## config.mk

```make
export PLATFORM = sky130hd
export DESIGN_NAME = cdu_pulse_sched
export DESIGN_NICKNAME = d
export VERILOG_FILES = /design/src/rtl/cdu_pkg.sv /design/src/rtl/cdu_pend_cnt.sv /design/src/rtl/cdu_pulse_sched.sv
export SDC_FILE = /design/constraint.sdc
export NUM_CORES = 1
export LEC_CHECK = 0
export CAP_MARGIN = 15
export CORE_MARGIN = 2
export CORE_UTILIZATION = 50
export CTS_CLUSTER_DIAMETER = 40
export DETAILED_ROUTE_END_ITERATION = 10
export GPL_TIMING_DRIVEN = 0
export HOLD_SLACK_MARGIN = 0.08
export PLACE_DENSITY = 0.68
export SLEW_MARGIN = 20
export SYNTH_ARGS = -nofsm -noshare
export SYNTH_HDL_FRONTEND = slang
export SYNTH_SLANG_ARGS = --single-unit
```

## constraint.sdc

```tcl
create_clock -name clk -period 8.4 [get_ports clk]
set_input_delay 0.84 -clock clk [delete_from_list [all_inputs] [get_ports clk]]
set_output_delay 0.84 -clock clk [all_outputs]
set_load 0.05 [all_outputs]
```

## src/rtl/cdu_pkg.sv

```systemverilog
// Shared types and default sizing for the CDU pulse scheduler.
// Build option: CDU_SCHED_OVF_EN enables the sticky saturation flags.
package cdu_pkg;

   localparam int CDU_NCH   = 5;
   localparam int CDU_CNT_W = 4;
   localparam int CDU_GAP   = 3;

   typedef enum logic [1:0] {
      IDLE  = 2'd0,
      ISSUE = 2'd1,
      HOLD  = 2'd2
   } cdu_state_t;

endpackage

```

## src/rtl/cdu_pend_cnt.sv

```systemverilog
// Saturating signed pending-count register for one angle channel.
// Latency: one cycle from inc/dec/adj to value; no backpressure, clip is same-cycle.
// adj is two's complement: 01 = plus pulse issued, 11 = minus pulse issued, 00 = none.
module cdu_pend_cnt #(
   parameter int CNT_W = 4
) (
   input  logic             clk,
   input  logic             rst,
   input  logic             inc,
   input  logic             dec,
   input  logic [1:0]       adj,
   output logic [CNT_W-1:0] value,
   output logic             clip
);

   localparam logic signed [CNT_W+1:0] SUM_MAX = (CNT_W+2)'(2**(CNT_W-1) - 1);
   localparam logic signed [CNT_W+1:0] SUM_MIN = (CNT_W+2)'(-(2**(CNT_W-1)));

   logic signed [2:0]       delta;
   logic signed [CNT_W+1:0] sum;

   // Two guard bits keep the unclipped sum exact for any delta in -3..+3.
   always_comb begin
      delta = $signed({2'b00, inc}) - $signed({2'b00, dec}) - $signed({adj[1], adj});
      sum   = $signed({{2{value[CNT_W-1]}}, value}) + $signed({{(CNT_W-1){delta[2]}}, delta});
      clip  = (sum > SUM_MAX) || (sum < SUM_MIN);
   end

   always_ff @(posedge clk) begin
      if (rst) begin
         value <= '0;
      end else if (sum > SUM_MAX) begin
         value <= SUM_MAX[CNT_W-1:0];
      end else if (sum < SUM_MIN) begin
         value <= SUM_MIN[CNT_W-1:0];
      end else begin
         value <= sum[CNT_W-1:0];
      end
   end

endmodule

```

## src/rtl/cdu_pulse_sched.sv

```systemverilog
// Round-robin scheduler turning per-channel +/- angle requests into a single pulse stream.
// Latency: request to out_valid in two cycles when idle; pulses spaced by at least GAP+1 cycles.
// Backpressure: out_valid/out_ch/out_minus hold until out_ready; requests keep counting meanwhile.
// Build option: CDU_SCHED_OVF_EN makes ovf sticky saturation flags, otherwise ovf is tied to 0.
module cdu_pulse_sched
   import cdu_pkg::*;
#(
   parameter int NCH   = CDU_NCH,
   parameter int CNT_W = CDU_CNT_W,
   parameter int GAP   = CDU_GAP
) (
   input  logic                    clk,
   input  logic                    rst,
   input  logic [NCH-1:0]          req_plus,
   input  logic [NCH-1:0]          req_minus,
   output logic                    out_valid,
   input  logic                    out_ready,
   output logic [$clog2(NCH)-1:0]  out_ch,
   output logic                    out_minus,
   output logic [NCH-1:0]          ovf
);

   localparam int CH_W   = $clog2(NCH);
   localparam int HOLD_W = (GAP > 1) ? $clog2(GAP) : 1;

   cdu_state_t        state;
   logic [CH_W-1:0]   rr_ptr;
   logic [HOLD_W-1:0] hold_cnt;
   logic [CNT_W-1:0]  p   [NCH];
   logic [1:0]        adj [NCH];
   logic [NCH-1:0]    clip;
   logic [NCH-1:0]    nz;
   logic [NCH-1:0]    neg;
   logic              accept;
   logic              gnt_vld;
   logic [CH_W-1:0]   gnt_ch;

   assign accept = out_valid & out_ready;

   for (genvar i = 0; i < NCH; i++) begin : g_ch
      assign adj[i] = (accept && out_ch == CH_W'(i)) ? (out_minus ? 2'b11 : 2'b01) : 2'b00;
      assign nz[i]  = |p[i];
      assign neg[i] = p[i][CNT_W-1];

      cdu_pend_cnt #(.CNT_W(CNT_W)) u_cnt (
         .clk   (clk),
         .rst   (rst),
         .inc   (req_plus[i]),
         .dec   (req_minus[i]),
         .adj   (adj[i]),
         .value (p[i]),
         .clip  (clip[i])
      );
   end

   // Scan from the far end back so the channel nearest rr_ptr wins.
   always_comb begin
      gnt_vld = 1'b0;
      gnt_ch  = '0;
      for (int k = NCH - 1; k >= 0; k--) begin
         int idx;
         idx = (int'(rr_ptr) + k) % NCH;
         if (nz[CH_W'(idx)]) begin
            gnt_vld = 1'b1;
            gnt_ch  = CH_W'(idx);
         end
      end
   end

   // The last HOLD cycle arbitrates directly so a busy stream runs at one pulse per GAP+1 cycles.
   always_ff @(posedge clk) begin
      if (rst) begin
         state     <= IDLE;
         rr_ptr    <= '0;
         hold_cnt  <= '0;
         out_valid <= 1'b0;
         out_ch    <= '0;
         out_minus <= 1'b0;
      end else begin
         case (state)
            IDLE: begin
               if (gnt_vld) begin
                  state     <= ISSUE;
                  out_valid <= 1'b1;
                  out_ch    <= gnt_ch;
                  out_minus <= neg[gnt_ch];
               end
            end
            ISSUE: begin
               if (accept) begin
                  out_valid <= 1'b0;
                  rr_ptr    <= (out_ch == CH_W'(NCH - 1)) ? '0 : out_ch + 1'b1;
                  if (GAP > 0) begin
                     state    <= HOLD;
                     hold_cnt <= HOLD_W'(GAP - 1);
                  end else begin
                     state <= IDLE;
                  end
               end
            end
            HOLD: begin
               if (hold_cnt != '0) begin
                  hold_cnt <= hold_cnt - 1'b1;
               end else if (gnt_vld) begin
                  state     <= ISSUE;
                  out_valid <= 1'b1;
                  out_ch    <= gnt_ch;
                  out_minus <= neg[gnt_ch];
               end else begin
                  state <= IDLE;
               end
            end
            default: begin
               state     <= IDLE;
               out_valid <= 1'b0;
            end
         endcase
      end
   end

`ifdef CDU_SCHED_OVF_EN
   always_ff @(posedge clk) begin
      if (rst) begin
         ovf <= '0;
      end else begin
         ovf <= ovf | clip;
      end
   end
`else
   logic unused_clip;
   assign unused_clip = ^clip;
   assign ovf = '0;
`endif

endmodule

```

==> flow_summary.toml, run 1 <==
[global_route]
grt_usage_pct = 20.9
grt_max_degree = 14
grt_overflow = 0
antenna_found_initial = 0
grt_pass1_vias = 3554
grt_pass1_wl_mm = 16.3

[synth]
synth_edf_count = 0
synth_ff_type = "dfxtp_1"
ys_ff_latch = 32
yosysTopAreaCell = "ha_1"
ys_async_sr_fraction_pct = 0
synthTopCellsByArea = "ha_1 (16%), dfxtp_1 (15%), fa_1 (9.3%), inv_1 (7.8%), a21oi_1 (5.2%)"
synthDistinctLibCells = 69
avgSynthCellArea_um2 = 8.15
yosysSeqAreaShare_pct = 14.9
syn_area_um2 = 4310
synth_top_cell_area_share_pct = 16.3
synth.yosys.warnings = 0
synthCells = 528

[clock_network]
cts_buffers = 5
cts_resized = 0
cts_sinks = 32
clk_pin_slew_worst_paths_ps = 60
clk_path_buf_depth = 2
clk_latency_ps = 290
cts_tree = "yes"
clockRootBuffer = "clkbuf_8"
h-tree-depth = 2
post_cts_buffers = 0
hold_buffers = 0

[die]
die_w_um = 96.8
ios = 23
dieArea_um2 = 9370
die_h_um = 96.8
core_um2 = 8300
num_rows = 33
initial_core_util_pct = 51.9

[critical_path]
cp-start-kind = "flop"
r2r_slack_ps = 2760
crit_required_ps = 8580
crit_fanout = 13
worstPathArrival_ps = 5810
worstSetupEndpointType = "flop"
crit_type = "flop to flop"

[status]
status = "finished, final reports clean"

[final_layout]
syn2layout_area_growth_pct = 10.6
drive_above_1_share_pct = 8.44
layout_common_cells = "inv_1 (90), ha_1 (56), a21oi_1 (45)"
diodes = 0
fin_nets = 645
final.fill_count = 757
multi_input_area_um2 = 3210
final_common_cell = "inv_1"
seq_area_um2 = 641

[timing]
final.min_clock_period_ps = 5640
worst_hold_slack_ps = 483
setup_viol = 0
timing.setup.tns_ps = 0
final_max_slew_viol_count = 0
fmax_ghz = 0.177
finalCritPeriodShare_pct = 67.1
max_slew.worst_pin.slew_ps = 885
hold_viol_final = 0
rsz0062_at_grt = "false"
worst_clock_skew_ps = 5.48
slew_headroom_pct = 40.5

[drt]
firstDrtPassIters = 5
ant_nets = 0
routed-via-count = 3709
drt_wl_total_mm = 9.49
via_per_inst = 5.60
initialDrtViolationCount = 166
drc = 0
wl_per_cell_um = 14.3

[power]
power_leakage_nw = 2.19
p_per_area_nw_per_um2 = 282
ir_drop_v = 0.000217

[job]
cap_viol_max_count = 0

[placement]
hpwl_mm = 7.66
gp_congestion = 0.911
io_buffers = 17

[hold_path]
hold_path.class = "flop to flop"
[layer usage]
metal,part of all wire (%),wire (µm),track usage (%)
met5,0,0,0
met1,46,4320,27.8
met4,1.6,155,6.28
met3,3.9,369,2.31
met2,49,4640,35.8
[per-stage QoR]
stage	util (%)	power, W	worst slack (ps)	cell area [µm²]	std cells
2_1_floorplan	-	0.000986	3890	4320	532
3_3_place_gp	55.7	0.00115	2910	4620	654
3_5_place_dp	55.8	0.00117	2850	4630	654
4_1_cts	57.3	0.00134	2800	4750	662
5_1_grt	57.4	0.00149	2440	4760	662
6_report	57.4	0.00134	2760	4760	662
[critical path, cell delays in order, from the launching register on]
cell and delay, ps:
dfxtp_1 450, clkbuf_8 250, inv_2 110, buf_2 300, ha_1 340, inv_1 110
ha_1 430, o21ai_0 110, mux2i_1 400, inv_1 150, ha_1 270, xor2_1 150
nor3_1 60, or4_1 510, a221oi_1 520, o2111ai_1 260, o211a_1 190, o31ai_1 480
nor3_1 130, o31a_1 290
[sequential cells by signal (all words and copies together) (netlist names)]
register / count
g_ch.u_cnt.value: 20
out_ch: 3
rr_ptr: 3
hold_cnt: 2
state: 2
out_minus: 1
out_valid: 1
[logic make-up (layout without fill, tap and decap cells)]
kind of cell | count (synthesis) | in the layout | share of synthesized area (%)
xor+xnor | 28 | 28 | 6.13
simple gates | 119 | 119 | 14.6
compound gates | 148 | 148 | 23.3
buf+inv | 111 | 136 | 11.2
other cells | 1 | 5 | 0.0871
mux | 13 | 13 | 4.24
flops | 32 | 32 | 14.9
fa+ha+maj | 76 | 76 | 25.6
[worst paths after layout]
| kind | start | to | cells after the start |
|---|---|---|---|
| min reg2reg | hold_cnt[1] | hold_cnt[1] | 2 |
| max | rr_ptr[0] | out_minus | 19 |
| min | hold_cnt[1] | hold_cnt[1] | 2 |
| max reg2reg | rr_ptr[0] | out_minus | 19 |
[power by group]
group          internal [W]  switching [W]  total, W
sequential         0.000206      0.0000462  0.000252
clock              0.000105      0.0000572  0.000162
combinational      0.000398       0.000531  0.000929
total              0.000708       0.000634   0.00134
[cell type report]
class / count / area share [%]
inverter: 93 / 7.33
clock buffer: 7 / 2.02
sequential: 32 / 13.5
buffer: 18 / 2.76
clock inverter: 1 / 0.631
tap: 105 / 2.76
multi-input combinational: 389 / 67.5
timing repair buffer: 17 / 3.57
[Yosys cell counts (5+ instances only)]
library cell,count
fa_1,20
nor4_1,7
nand2_1,32
o211ai_1,8
inv_1,90
a211oi_1,12
xor2_1,7
dfxtp_1,32
and3_1,6
clkbuf_1,6
and2_1,5
nand3_1,11
xnor2_1,20
a221oi_1,6
mux2i_1,7
a21oi_1,45
a21o_1,16
o21ai_0,25
ha_1,56
nor2b_1,5
buf_4,5
nor2_1,26
Note: power is estimated with default switching activity, not from simulation.
==> run 2, diff against run 1 <==
- PLACE_DENSITY: 0.68 -> 0.71
- clock period: 8.4 -> 4.5 ns (I/O delays scaled with it)
==> run 2 against run 1 <==
Net effect:
- sequential share of layout area shrank 0.23 points
- via count grew 1.8%
- total power grew 87%
- clock power grew 67%
- clock skew grew 1.5 ps
- first-iteration DRC count shrank 13%
- worst hold slack gained 17 ps
- utilization grew 1.4 points
- flip-flop and latch count is the same
- sequential power grew 87%
- final area grew 2.5%
- maximum frequency grew 31%
- critical path type unchanged
- largest cell class unchanged
- largest power group unchanged
- highest routed layer unchanged
==> flow_summary.toml, run 2 (synthesis gave the netlist of run 1 again) <==
[die]
die_h_um = 96.8
initial_core_util_pct = 51.9
dieArea_um2 = 9370
core_um2 = 8300
die_w_um = 96.8
ios = 23
num_rows = 33

[final_layout]
diodes = 0
largest_reg_flops = 20
syn2layout_area_growth_pct = 13.4
final_common_cell = "inv_1"
utilization_pct = 58.8
seq_area_um2 = 646
fin_area_um2 = 4880
final_cells = 666
reg_top3 = "g_ch.u_cnt.value (20), out_ch (3), rr_ptr (3)"
fin_nets = 649
layout_common_cells = "inv_1 (89), ha_1 (53), a21oi_1 (45)"
top_register = "g_ch.u_cnt.value"
final.fill_count = 755
multi_input_area_um2 = 3290
drive_above_1_share_pct = 11.9

[status]
status = "finished, final reports clean"

[timing]
setup_viol = 0
fmax_ghz = 0.233
layout_setup_ws_ps = 210
max_slew.worst_pin.slew_ps = 860
worst_clock_skew_ps = 6.98
final_max_slew_viol_count = 0
finalCritPeriodShare_pct = 95.3
final.min_clock_period_ps = 4290
slew_headroom_pct = 41.2
hold_viol_final = 0

[hold_path]
hold_path.class = "flop to flop"

[power]
clockPowerShare_pct = 10.8
intPower_w = 0.00131
ir_drop_v = 0.000398
p_seq_share_pct = 18.7
power.share.combinational_pct = 70.6
p_per_area_nw_per_um2 = 515
power_switching_w = 0.00121
netSwitchingFraction_pct = 47.9
power_w = 0.00252
power_leakage_nw = 2.21

[clock_network]
clockRootBuffer = "clkbuf_8"
h-tree-depth = 2
clk_path_buf_depth = 2
cts_tree = "yes"
clk_pin_slew_worst_paths_ps = 60
clk_latency_ps = 290
cts_buffers = 5
cts_sinks = 32

[placement]
pre_cts_slack_ps = -892
dp_cells = 654
place_area_um2 = 4630
gp_congestion = 0.931
io_buffers = 17
hpwl_mm = 7.75

[critical_path]
crit_type = "flop to flop"
worstSetupEndpointType = "flop"
cp-start-kind = "flop"
worstPathArrival_ps = 4470
crit_fanout = 16
crit_required_ps = 4680

[global_route]
grt_usage_pct = 21.0
grt_pass1_vias = 3742
antenna_found_initial = 0
grt_pass1_wl_mm = 16.8
grt_max_degree = 17
grt_overflow = 0

[drt]
firstDrtPassIters = 4
routed-via-count = 3775
drc = 0
via_per_inst = 5.67
drt_wl_total_mm = 9.65
wl_per_cell_um = 14.5
ant_nets = 0
initialDrtViolationCount = 144

[job]
cap_viol_max_count = 0
-- run 2: critical path, stage by stage, from the launching register on --
cell	delay, ps
dfxtp_4	390
clkbuf_8	190
inv_8	140
ha_4	190
inv_1	70
ha_2	400
o21ai_1	90
mux2i_2	210
inv_1	110
ha_2	220
xor2_1	130
nor3_1	60
or4_1	560
o211ai_1	250
a32oi_1	180
o211ai_1	220
a21o_2	210
mux2i_1	220
nor3_1	60
o31a_1	270
-- run 2: through the flow --
| stage | setup TNS (ps) | hold WS [ps] |
|---|---|---|
| 3_5_place_dp | -3370 | 490 |
| 6_report | 0 | 500 |
| 4_1_cts | 0 | 502 |
| 3_3_place_gp | -3290 | 471 |
| 2_1_floorplan | 0 | 447 |
| 5_1_grt | -19.5 | 522 |
-- run 2: final timing paths --
| kind | depth (start not counted) | start | slack, ps | end |
|---|---|---|---|---|
| worst max-delay path | 19 | rr_ptr[0] | 210 | out_minus |
| worst min register to register | 2 | hold_cnt[1] | 500 | hold_cnt[1] |
| worst max register to register | 19 | rr_ptr[0] | 210 | out_minus |
| worst min-delay path | 2 | hold_cnt[1] | 500 | hold_cnt[1] |
-- run 2: power groups by stage --
stage / sequential, W / clock [W] / combinational (W)
CTS: 0.000467 / 0.000275 / 0.00176
global route: 0.000486 / 0.000287 / 0.00202
floorplan: 0.000479 / 0 / 0.00137
detailed placement: 0.000473 / 0 / 0.00173
finish: 0.000470 / 0.000271 / 0.00178
global placement: 0.000467 / 0 / 0.00168
-- run 2: timing repair --
item,4_1_cts,5_1_grt
cloned,0,0
endpoints found under the setup margin,6,6
resized for setup,12,15
pin swaps,1,1
setup buffers,4,1
hold buffers,0,0
endpoints found under the hold margin,0,0
-- run 2: metal layers --
layer  share of wire, %  vias up  global-route usage (%)
met5                  0        -                       0
met2                 49       76                    35.5
li1                   -     1897                       -
met3                3.6       13                    3.32
met1                 46     1789                    27.9
met4                1.4        0                    5.85
-- run 2: cell type report --
class                           count  share of cell area (%)
Multi-Input combinational cell    389                    67.4
Clock inverter                      3                   0.872
Buffer                             17                    2.77
Sequential cell                    32                    13.2
Inverter                           93                    7.38
Timing Repair Buffer               22                    4.26
Tap cell                          105                    2.69
Clock buffer                        5                    1.41
==> patch 1, RTL diff (config.mk and constraints of run 1) <==
Add a define of `CDU_SCHED_OVF_EN`.
--- a/src/rtl/cdu_pulse_sched.sv
+++ b/src/rtl/cdu_pulse_sched.sv
@@ -4,2 +4,4 @@
 // Build option: CDU_SCHED_OVF_EN makes ovf sticky saturation flags, otherwise ovf is tied to 0.
+`define CDU_SCHED_OVF_EN
+
 module cdu_pulse_sched
Formal check against the unedited RTL: not equivalent (Yosys sat finds a counterexample within 4 cycles, from zero or initial values and one cycle with rst high).
==> patch 1 against run 1 <==
  * Power grew 30%
  * Routed wire length up 19%
  * Sequential cell count is 5 higher
  * Core utilization down 0.86 points
  * Synthesized area increased by 10%
  * Final area grew 9.7%
  * Worst setup slack worse by 0.12 ns
  * First-iteration DRC count up 7.8%
  * Largest power group unchanged
==> patch 1: results (changes against run 1) <==
stage;metric;value;unit;change
pwr;worst vdd ir;0.000302;V;+39%
clock_tree;H-tree levels;2;;unchanged
worst_setup_path;Critical Path AT;5.99;ns;+0.18 ns
worst_setup_path;slowest stage delay, CP;0.61;ns;+0.09 ns
worst_setup_path;critical path's slowest cell;a222oi_1;;
place;gpl congestion;0.933;;+2.5%
clock_tree;Clock Tree Buf Depth;2;;unchanged
synthesis;largest cells by area after synthesis;ha_1 (19%), dfxtp_1 (16%), inv_1 (8.5%), fa_1 (8.4%), a21oi_1 (5.4%);;
synthesis;FFs w/ async S/R, synth;0;;unchanged
timing;Worst Tran Pin Value;0.979;ns;+0.0938 ns
worst_hold_path;hold path startpoint;ovf[4];;
clock_tree;Post-CTS Resized;0;;unchanged
synthesis;Syn. warnings;0;;unchanged
synthesis;Post-Syn Nets;704;;
clock_tree;CTS Root Cell;clkbuf_8;;
clock_tree;Worst-Skew Late Latency;0.30;ns;
routing;initial detailed-routing violation count;179;;+7.8%
synthesis;fraction of the yosys area taken by sequential cells;0.156;;+0.00716
worst_setup_path;Critical path origin;rr_ptr[1];;
global_routing;antenna violations before repair;0;;unchanged
status;outcome;finished, final reports clean;;
cells_and_area;Final nets;733;;+14%
routing;First-pass DRT Iterations;6;;+1
clock_tree;clock buffer count from CTS;5;;unchanged
cells_and_area;biggest regs;g_ch.u_cnt.value: 20 flops, ovf: 5 flops;;
worst_setup_path;critical-path maximum fanout;10;;-3
global_routing;largest net degree at the start of global routing;14;;unchanged
global_routing;vias in the first global route;4127;;+16%
routing;via count;4236;;+14%
global_routing;global-route wire length before repair;19.1;mm;+17%
place;PortBufs;21;;+4
routing;Routed WL;11.3;mm;+19%
synthesis;Post-synth top cells;inv_1 (107), ha_1 (71), a21oi_1 (51), nor2_1 (51), dfxtp_1 (37);;
clock_tree;clock-pin slew on the worst setup and hold paths;0.08;ns;+0.02 ns
place;hpwl dp;9.26;mm;+21%
timing;Fin Clk Skew;0.0183;ns;+0.0128 ns
place;pre-CTS WS;2.79;ns;-0.0552 ns
cells_and_area;share of cells above drive strength 1;0.0571;;-0.0272
synthesis;Distinct cells, synth;79;;+14%
cells_and_area;Antenna diodes;0;;unchanged
global_routing;GRT Total Usage;0.229;;+0.0203
pwr;Leak Pwr;2.45;nW;+12%
-- patch 1: cell types whose count changed after synthesis, moves of 6 or more --
cell             run 1  this run
a211oi_1            12         5
a21oi_1             45        51
ha_1                56        71
inv_1               90       107
nand2_1             32        19
nor2_1              26        51
nor3_1               4        13
o21ai_0             25        19
xnor2_1             20        13
-- patch 1: cell type report --
type,count,area (µm²)
Fill cell,872,4020
Clock inverter,3,17.5
Timing Repair Buffer,22,218
Buffer,16,71.3
Inverter,111,419
Tap cell,129,161
Multi-Input combinational cell,436,3520
Sequential cell,37,741
Clock buffer,5,68.8
-- patch 1: worst max-delay path, delay by kind of cell, from the launching register on --
kind            cells  cell delay (ns)
simple gates        2             0.30
fa+ha+maj           3             0.80
flops               1             0.51
buf+inv             6             1.46
compound gates      9             2.63
-- patch 1: final timing paths --
| kind | to | slack [ns] | cells past startpoint |
|---|---|---|---|
| worst max-delay path | out_minus | 2.64 | 20 |
| worst min-delay path | ovf[4] | 0.45 | 2 |
| worst max register to register | out_minus | 2.64 | 20 |
| worst min register to register | ovf[4] | 0.45 | 2 |
-- patch 1: metrics by stage --
step | utilization | instances | instance area, µm² | power [mW]
finish | 0.565 | 759 | 5220 | 1.75
global route | 0.565 | 759 | 5220 | 1.97
CTS | 0.565 | 759 | 5220 | 1.75
detailed placement | 0.556 | 751 | 5130 | 1.62
global placement | 0.554 | 750 | 5120 | 1.56
floorplan | - | 600 | 4750 | 1.31
-- patch 1: layer usage --
layer,global-route usage,vias to the layer above,routed length (µm)
met5,0,-,0
met4,0.0665,0,223
met3,0.0242,19,407
met2,0.399,99,5560
met1,0.301,1977,5090
li1,-,2141,-
-- patch 1: kinds of logic (layout without fill, tap and decap cells) --
group                      Yosys count  count (layout)  share of synthesized area
buffers and inverters              127             157                      0.103
AOI/OAI and AO/OA                  159             159                      0.242
adders and majority gates           91              91                      0.271
DFF                                 37              37                      0.156
and+or+nand+nor                    154             154                      0.165
xor gates and xnor gates            26              26                     0.0495
muxes                                6               6                     0.0129
-- patch 1: where the power goes --
group          internal [mW]  switching [mW]  total (mW)
clock network         0.0572          0.0658       0.123
registers              0.247          0.0462       0.293
logic                  0.538           0.793        1.33
==> patch 2, RTL diff (config.mk and constraints of run 1) <==
Made on the original files. Re-encode `cdu_state_t` (3 states) as one-hot, 3 bits wide.
--- a/src/rtl/cdu_pkg.sv
+++ b/src/rtl/cdu_pkg.sv
@@ -8,6 +8,6 @@
 
-   typedef enum logic [1:0] {
-      IDLE  = 2'd0,
-      ISSUE = 2'd1,
-      HOLD  = 2'd2
+   typedef enum logic [2:0] {
+      IDLE  = 3'b001,
+      ISSUE = 3'b010,
+      HOLD  = 3'b100
    } cdu_state_t;
Check against the original RTL: no difference found for any inputs over 10 cycles, from zero or initial values and one cycle with rst high; not proved beyond that.
==> patch 2 against run 1 <==
  * Worst setup slack got worse by 0.028 ns
  * Synthesized area is 2.9% higher
  * Routed wire length up 7.3%
  * Count of clock-buffer cells in the layout up 1
  * Power decreased by 1.9%
  * Fmax fell by 0.49%
  * First-iteration DRC count is 18% higher
  * Final area up 1.5%
  * Clock skew shrank 0.00054 ns
  * Cell count is 2.6% higher
  * Sequential cell count up 1
  * Critical path type unchanged
  * Critical endpoint unchanged
==> patch 2: results (changes against run 1) <==
stage;metric;value;unit;change
status;outcome;finished, final reports clean;;
global_routing;vias in the first global route;3846;;+8.2%
worst_setup_path;r2r worst-path depth;20;;+1
worst_setup_path;Critical Path AT;5.85;ns;+0.04 ns
synthesis;syn_area_per_cell;8.17;µm²;+0.25%
place;Placed Area;0.00475;mm²;+2.6%
clock_tree;Worst-Skew Late Latency;0.28;ns;
routing;initial detailed-routing violation count;196;;+18%
cells_and_area;Final nets;659;;+2.2%
synthesis;Post-synth top cells;inv_1 (87), ha_1 (56), a21oi_1 (48), dfxtp_1 (33), nor2_1 (30);;
global_routing;GRT Total Usage;0.221;;+0.0122
timing;Fin Clk Skew;0.00494;ns;-0.000541 ns
synthesis;fraction of the yosys area taken by sequential cells;0.149;;+0.000316
place;hpwl dp;8.27;mm;+7.9%
routing;Avg WL per Cell;15.0;µm;+4.6%
worst_setup_path;critical-path maximum fanout;11;;-2
synthesis;Distinct cells, synth;79;;+14%
clock_tree;CTS Root Cell;clkbuf_8;;
routing;First-pass DRT Iterations;4;;-1
place;gpl congestion;0.937;;+2.9%
cells_and_area;share of cells above drive strength 1;0.0928;;+0.00844
routing;DRC viols;0;;unchanged
routing;Routed WL;10.2;mm;+7.3%
place;pre-CTS WS;2.80;ns;-0.0461 ns
timing;relative slew slack;0.236;;-0.169
global_routing;global-route wire length before repair;17.8;mm;+9.0%
global_routing;largest net degree at the start of global routing;12;;-2
synthesis;largest cells by area after synthesis;ha_1 (16%), dfxtp_1 (15%), fa_1 (9.0%), inv_1 (7.4%), a21oi_1 (5.4%);;
pwr;Leak Pwr;2.13;nW;-2.5%
clock_tree;Post-CTS Resized;0;;unchanged
clock_tree;clock-pin slew on the worst setup and hold paths;0.07;ns;
routing;via count;3859;;+4.0%
worst_hold_path;Worst Hold End;out_valid;;
worst_hold_path;hold path startpoint;out_valid;;
pwr;worst vdd ir;0.000204;V;-5.8%
place;placed cells;671;;+2.6%
clock_tree;clock buffer count from CTS;5;;unchanged
worst_setup_path;setup slack, reg-to-reg;2.73;ns;-0.03 ns
patch 2: changes by cell type in the layout (fill, tap and decap cells not counted), moves of 5 or more:
| cell | change |
|---|---|
| a211oi_1 | -7 |
| nand2_1 | -8 |
| nand2b_1 | +5 |
| a221oi_1 | -6 |
patch 2: worst max-delay path: stages (launching register included):
cell and delay [ns]:
dfxtp_1 0.52, buf_2 0.33, clkinv_1 0.42, ha_1 0.45
inv_1 0.13, ha_1 0.25, clkbuf_1 0.22, o21ai_0 0.19
nor2_1 0.06, nor2_1 0.23, ha_1 0.18, nand2b_1 0.13
nand2_1 0.17, a211oi_1 0.50, o41ai_1 0.14, o31a_1 0.38
o211a_1 0.25, nor3_2 0.34, nor4bb_1 0.13, a2111o_1 0.38
and3_1 0.15
patch 2: report_power, final:
part,total (mW),internal (mW),switching [mW]
combinational,0.953,0.396,0.557
clock,0.114,0.0588,0.0553
sequential,0.250,0.213,0.0367
total,1.32,0.668,0.649
patch 2: worst max-delay path by stage:
stage | from | end | slack [ns] | cells past startpoint
2_1_floorplan | rr_ptr[0] | out_minus | 3.92 | 20
3_3_place_gp | rr_ptr[0] | out_minus | 2.96 | 20
3_5_place_dp | rr_ptr[0] | out_minus | 2.80 | 20
4_1_cts | rr_ptr[0] | out_minus | 2.77 | 20
5_1_grt | rr_ptr[0] | out_minus | 2.30 | 20
6_report | rr_ptr[0] | out_minus | 2.73 | 20
patch 2: final cells by class:
type	instances	area, µm²
Fill cell	815	3800
Buffer	19	109
Multi-Input combinational cell	402	3330
Sequential cell	33	661
Timing Repair Buffer	17	170
Tap cell	108	135
Inverter	92	345
Clock buffer	8	80.1
patch 2: cells by family (layout without fill, tap and decap cells):
kind of cell    after synthesis  after routing  synth area share
fa+ha+maj                    76             76             0.249
buf+inv                     111            136             0.103
mux                          16             16            0.0457
compound gates              154            154             0.244
flops                        33             33             0.149
other cells                   1              5          0.000846
xor+xnor                     26             26            0.0548
simple gates                125            125             0.155
patch 2: layer usage:
layer / global-route usage / vias up / wire length (µm)
met2: 0.390 / 81 / 4990
met1: 0.287 / 1806 / 4650
met5: 0 / - / 0
met3: 0.0215 / 21 / 324
met4: 0.0674 / 0 / 221
li1: - / 1951 / -
patch 2: per-stage QoR:
| stage | utilization | hold slack [ns] |
|---|---|---|
| after floorplan | - | 0.489 |
| after global placement | 0.550 | 0.496 |
| after detailed placement | 0.550 | 0.508 |
| after CTS | 0.559 | 0.531 |
| after global routing | 0.559 | 0.564 |
| final | 0.559 | 0.527 |
